**src/rtl/memory_arbiter.sv**
```systemverilog
// memory_arbiter: shares one memory_map port between two requesters
// (m0 = core, m1 = loader/debug). Round-robin grant, one transaction in flight.
// Each transaction runs IDLE -> ACCESS (READ_LATENCY cycles) -> RESP (1 cycle).
// The write strobe and the response pulse are registered, so nothing from
// the requester inputs reaches memory__* combinationally.

module memory_arbiter #(
    parameter int READ_LATENCY = 1
) (
    input  logic        clk,
    input  logic        reset_n,

    input  logic        m0__req_valid,
    output logic        m0__req_ready,
    input  logic [31:0] m0__req_address,
    input  logic [31:0] m0__req_write_data,
    input  logic [3:0]  m0__req_write_enable,
    output logic        m0__rsp_valid,
    output logic [31:0] m0__rsp_read_data,

    input  logic        m1__req_valid,
    output logic        m1__req_ready,
    input  logic [31:0] m1__req_address,
    input  logic [31:0] m1__req_write_data,
    input  logic [3:0]  m1__req_write_enable,
    output logic        m1__rsp_valid,
    output logic [31:0] m1__rsp_read_data,

    output logic [31:0] memory__address,
    output logic [31:0] memory__write_data,
    output logic [3:0]  memory__write_enable,
    input  logic [31:0] memory__read_data
);

    // ST_IDLE   | waiting for a request, combinational round-robin grant
    // ST_ACCESS | latched address on memory, strobes only in the first cycle
    // ST_RESP   | rsp_valid pulse to the owner, read data passed through
    typedef enum logic [1:0] {
        ST_IDLE   = 2'd0,
        ST_ACCESS = 2'd1,
        ST_RESP   = 2'd2
    } state_t;

    // 3 bits covers latencies 1..4
    localparam int              CNT_W    = 3;
    localparam logic [CNT_W-1:0] CNT_INIT = CNT_W'(READ_LATENCY);
    localparam logic [CNT_W-1:0] CNT_ONE  = CNT_W'(1);

    state_t           r_state;
    logic [CNT_W-1:0] r_cnt;
    logic             r_rr_last;
    logic             r_id;
    logic [31:0]      r_addr;
    logic [31:0]      r_wdata;
    logic [3:0]       r_mem_we;
    logic [1:0]       r_rsp_valid;

    logic             w_grant_valid;
    logic             w_grant_id;
    logic [31:0]      w_req_addr;
    logic [31:0]      w_req_wdata;
    logic [3:0]       w_req_we;

    // Round-robin grant, only offered in IDLE and never while reset is held
    always_comb begin
        w_grant_valid = 1'b0;
        w_grant_id    = 1'b0;
        if (reset_n && (r_state == ST_IDLE)) begin
            if (m0__req_valid && m1__req_valid) begin
                w_grant_valid = 1'b1;
                w_grant_id    = ~r_rr_last;
            end else if (m0__req_valid) begin
                w_grant_valid = 1'b1;
                w_grant_id    = 1'b0;
            end else if (m1__req_valid) begin
                w_grant_valid = 1'b1;
                w_grant_id    = 1'b1;
            end
        end
    end

    // Select the granted requester's command for latching
    always_comb begin
        w_req_addr  = m0__req_address;
        w_req_wdata = m0__req_write_data;
        w_req_we    = m0__req_write_enable;
        if (w_grant_id) begin
            w_req_addr  = m1__req_address;
            w_req_wdata = m1__req_write_data;
            w_req_we    = m1__req_write_enable;
        end
    end

    assign m0__req_ready = w_grant_valid & ~w_grant_id;
    assign m1__req_ready = w_grant_valid &  w_grant_id;

    // Transaction FSM with registered memory strobe and response pulse
    always_ff @(posedge clk) begin
        if (!reset_n) begin
            r_state     <= ST_IDLE;
            r_cnt       <= '0;
            r_rr_last   <= 1'b1;
            r_id        <= 1'b0;
            r_addr      <= '0;
            r_wdata     <= '0;
            r_mem_we    <= '0;
            r_rsp_valid <= '0;
        end else begin
            case (r_state)
                ST_IDLE: begin
                    r_rsp_valid <= '0;
                    r_mem_we    <= '0;
                    if (w_grant_valid) begin
                        r_id      <= w_grant_id;
                        r_rr_last <= w_grant_id;
                        r_addr    <= w_req_addr;
                        r_wdata   <= w_req_wdata;
                        // strobes live for exactly the first ACCESS cycle
                        r_mem_we  <= w_req_we;
                        r_cnt     <= CNT_INIT;
                        r_state   <= ST_ACCESS;
                    end
                end
                ST_ACCESS: begin
                    r_mem_we <= '0;
                    r_cnt    <= r_cnt - CNT_ONE;
                    if (r_cnt == CNT_ONE) begin
                        r_rsp_valid <= r_id ? 2'b10 : 2'b01;
                        r_state     <= ST_RESP;
                    end
                end
                ST_RESP: begin
                    r_rsp_valid <= '0;
                    r_mem_we    <= '0;
                    r_state     <= ST_IDLE;
                end
                default: begin
                    r_rsp_valid <= '0;
                    r_mem_we    <= '0;
                    r_state     <= ST_IDLE;
                end
            endcase
        end
    end

    assign memory__address      = r_addr;
    assign memory__write_data   = r_wdata;
    assign memory__write_enable = r_mem_we;

    assign m0__rsp_valid     = r_rsp_valid[0];
    assign m1__rsp_valid     = r_rsp_valid[1];
    assign m0__rsp_read_data = memory__read_data;
    assign m1__rsp_read_data = memory__read_data;

endmodule

```
**config.mk**
```make
export PLATFORM = sky130hd
export DESIGN_NAME = memory_arbiter
export DESIGN_NICKNAME = d
export VERILOG_FILES = /design/src/rtl/memory_arbiter.sv
export SDC_FILE = /design/constraint.sdc
export NUM_CORES = 1
export LEC_CHECK = 0
export CORE_AREA = 2 2 120 122
export DETAILED_ROUTE_END_ITERATION = 7
export DIE_AREA = 0 0 122 124
export DONT_BUFFER_PORTS = 1
export GPL_TIMING_DRIVEN = 0
export HOLD_SLACK_MARGIN = 0.12
export PLACE_DENSITY = 0.44
export RECOVER_POWER = 50
export SLEW_MARGIN = 20
export SYNTH_ARGS = -nofsm -noshare
export SYNTH_HDL_FRONTEND = slang
export SYNTH_SLANG_ARGS = --single-unit
```
**constraint.sdc**
```tcl
create_clock -name clk -period 3.9 [get_ports clk]
set_input_delay 0.585 -clock clk [delete_from_list [all_inputs] [get_ports clk]]
set_output_delay 0.585 -clock clk [all_outputs]
set_load 0.05 [all_outputs]
```
==> results summary <==
The run finished with clean final reports. The global-route total usage across every layer is around 16%. The area of the core region came out at 13720 um2. On the critical path, the stage with the largest delay is an instance of sky130_fd_sc_hd__nor2_2. The area growth from synthesis to layout came out at 7.715%. The first-pass GRT wire length is 17810 um. Sorting the synthesized cells by area gives the leading types as sky130_fd_sc_hd__dfxtp_1 40%, sky130_fd_sc_hd__buf_4 14%, sky130_fd_sc_hd__a221o_1 9.7%. The remaining global-route overflow came out at 0. The path type of the worst setup path is flip-flop to output pin.

The wire length reported by the detailed router came out at between 10000 and 15000 um. The number of flops mapped to enable cells by yosys is 0. The setup check on the worst reg-to-reg path leaves a slack of ~1.7 ns. The post-layout worst setup margin is between 1 and 1.5 ns. The largest voltage drop on the vdd net came out at about 0.00021 V. The number of failing hold endpoints at the final stage came out at 0. The fraction of layout cells with a size suffix above 1 is under 10%. The cell count after synthesis came out at a little over 400.

In this run the worst path has a maximum fanout of 10. The die is about 120 um wide. The CTS tree is yes. The count of state elements after synthesis came out at 77. The maximum achievable frequency came out at 0.3662 GHz. The largest net degree at the start of global routing is 14. The worst setup path is captured at an output pin. The post-synthesis sequential area ratio is approximately two fifths. The hold-critical path depth is 1. The worst setup path is launched from a flip-flop.

After layout, the worst path uses between 70% and 80% of the clock period. The routed layout has roughly 3200 vias. The root buffer cell chosen for the clock tree is sky130_fd_sc_hd__clkbuf_16. After clock tree synthesis, the clock-pin slew on the worst setup and hold paths is about 0.060 ns.

STA puts the critical path data arrival time at 2.15 ns. The average instance in the mapped netlist occupies 9.290 um2. The overall power after layout came out at between 2 and 3 mW. After synthesis, the share of flip-flops with an asynchronous set or reset is 0%.

The final number of max-transition violations came out at 0. The worst slack at placement came out at about 1.4 ns. The kind of cell adding the most delay to the critical path is simple AND/OR/NAND/NOR gates. The ratio of routed vias to standard cells is 5.308. The maximum level of the CTS H-tree came out at 3. The instance count on the critical path came out at 3.

The routability congestion estimate from global placement is 0.7168. The setup total negative slack is 0 ns. The overall die area is 15130 um2. The height of the chip came out at 124 um. The number of buffers inserted to repair setup after CTS is 0. Measured against its own limit, the worst slew margin works out to 45.56%. The later pin in the worst-skew pair is clocked with a latency of 0.34 ns. The data required time at the worst endpoint is around 3.3 ns.

The count of instances resized after the clock tree is built is 0. The top cell types in the final layout, fill and taps aside, are 87 x sky130_fd_sc_hd__clkbuf_1, 77 x sky130_fd_sc_hd__dfxtp_1, 37 x sky130_fd_sc_hd__and3_1, 37 x sky130_fd_sc_hd__a221o_1, 30 x sky130_fd_sc_hd__a21oi_1. The number of cells on the worst reg-to-reg path is 4.

The leading cell type in the layout, fill and taps excluded is sky130_fd_sc_hd__clkbuf_1. The area after detailed placement came out at ~4100 um2. The number of rows in the core area is 43. In this run the remaining antenna-violating nets after routing total 0. The worst register-to-register path ends at memory__write_enable[0]. Walking the worst path, the cells encountered are or3b_1, clkbuf_1, nor2_2.

The post-route cell area came out at slightly above 4000 um2. Before antenna repair, the detailed router went through 6 iterations. The startpoint identified for the worst register-to-register timing path is r_state[1].

Setup repair after global routing left no endpoint under its margin. The unique cell type count in the Yosys netlist came out at 34. The number of antenna violations at the first check in global routing is 0. The power density normalized to cell area came out at slightly above 600 nW/um2. The minimum clock period is about 2.7 ns. The critical path starts at r_state[1]. The count of maximum capacitance violations is 0. The number of primary I/O pins came out at around 310.

The number of warnings printed during yosys synthesis came out at 0. The critical path ends at m1__req_ready. The path category of the worst min-delay check is primary input to flip-flop. The synthesized design devotes to its leading area cell type roughly two fifths of total area.

The total CTS buffers is 9. Among all flip-flop cells after synthesis, the most frequent one is sky130_fd_sc_hd__dfxtp_1. The synthesized net count came out at a little under 600. The DRC violation count after routing is 0. The number of DRC markers after the initial detailed-route iteration came out at 113. Input and output buffers added on the ports amount to 0. The maximum clock insertion buffer count is 2.

The routed wire length per instance is approximately 21 um. The via count of the first global-routing pass came to approximately 3200. The antenna diode count is 0. The clock sink count came out at just under 80. On the final layout, the worst clock skew is 0.004807 ns. The effective utilization at floorplan came out at about 28%.

sky130_fd_sc_hd__dfxtp_1 takes more of the synthesized area than any other cell. The hold-fix buffer count after cts is 0. The detailed-placement wirelength estimate came out at between 9000 and 10000 um.

The static leakage came out at about 1.6 nW. Summing every instance area after synthesis gives between 3000 and 4000 um2. Setup violations remaining at the end of the flow were counted as 0.

The transition at the pin with the smallest max-transition slack came out at roughly 0.82 ns. The peak per-stage delay on the critical path is 0.73 ns. The number of nets in the layout is 597. The count of buffering cells on the critical path with inverters included is 1.
per-stage QoR:
stage               utilization, %  cells  hold WS, ns
floorplan                        -    412       0.4734
finish                       30.05    608       0.3792
CTS                          31.83    608       0.3614
global route                 30.05    608       0.3591
global placement             29.54    592       0.5003
detailed placement           29.56    592       0.5098
cell usage after synthesis, drive strengths merged (5+ instances only):
master,count
nor3,28
nor4b,27
nor2,6
dfxtp,77
nand3,6
a21oi,30
clkbuf,22
a221o,37
inv,5
nor4,27
and3,37
buf,82
flip-flops by register name (all words and copies together), names as in the netlist:
name	cells
memory__address	32
memory__write_data	32
memory__write_enable	4
r_cnt	3
r_id	1
r_rr_last	1
r_rsp_valid	2
r_state	2
cells by family after synthesis:
| logic type | count (synthesis) | synth area share [%] |
|---|---|---|
| AND/OR/NAND/NOR | 144 | 24.13 |
| flip-flops | 77 | 40.27 |
| AO/OA/AOI/OAI | 78 | 15.76 |
| multiplexers | 1 | 0.2615 |
| XOR/XNOR | 1 | 0.2289 |
| adder cells (fa/ha/maj) | 2 | 0.6537 |
| buffers and inverters | 109 | 18.70 |
per-layer routing:
metal | part of all wire [%] | vias up | track usage (%)
li1 | - | 1513 | -
met1 | 37 | 1503 | 16.22
met2 | 48 | 198 | 26.22
met3 | 14 | 13 | 9.158
met4 | 1.7 | 0 | 6.034
met5 | 0 | - | 0
worst min-delay path by stage:
stage,from,slack [ns],endpoint
after floorplan,r_cnt[0],0.47,r_cnt[0]
after global placement,r_cnt[0],0.50,r_cnt[0]
after detailed placement,r_rr_last,0.51,r_rr_last
after CTS,m0__req_write_data[21],0.36,memory__write_data[21]
after global routing,m0__req_write_data[10],0.36,memory__write_data[10]
final,m0__req_address[21],0.38,memory__address[21]
layout make-up:
type                    instances  area, um2
fillers                      1499       9597
plain buffers                 104      452.9
clock inverters                 5      58.81
well taps                     180      225.2
inverters                       5      18.77
flip-flops and latches         77       1541
clock buffers                  11      252.7
multi-input cells             226       1573
report_power, final:
part / total, mW / switching, mW / internal, mW
sequential: 1.21 / 0.338 / 0.873
clock: 0.868 / 0.338 / 0.530
combinational: 0.429 / 0.300 / 0.129
No activity file was read; power rests on OpenSTA's default activity.
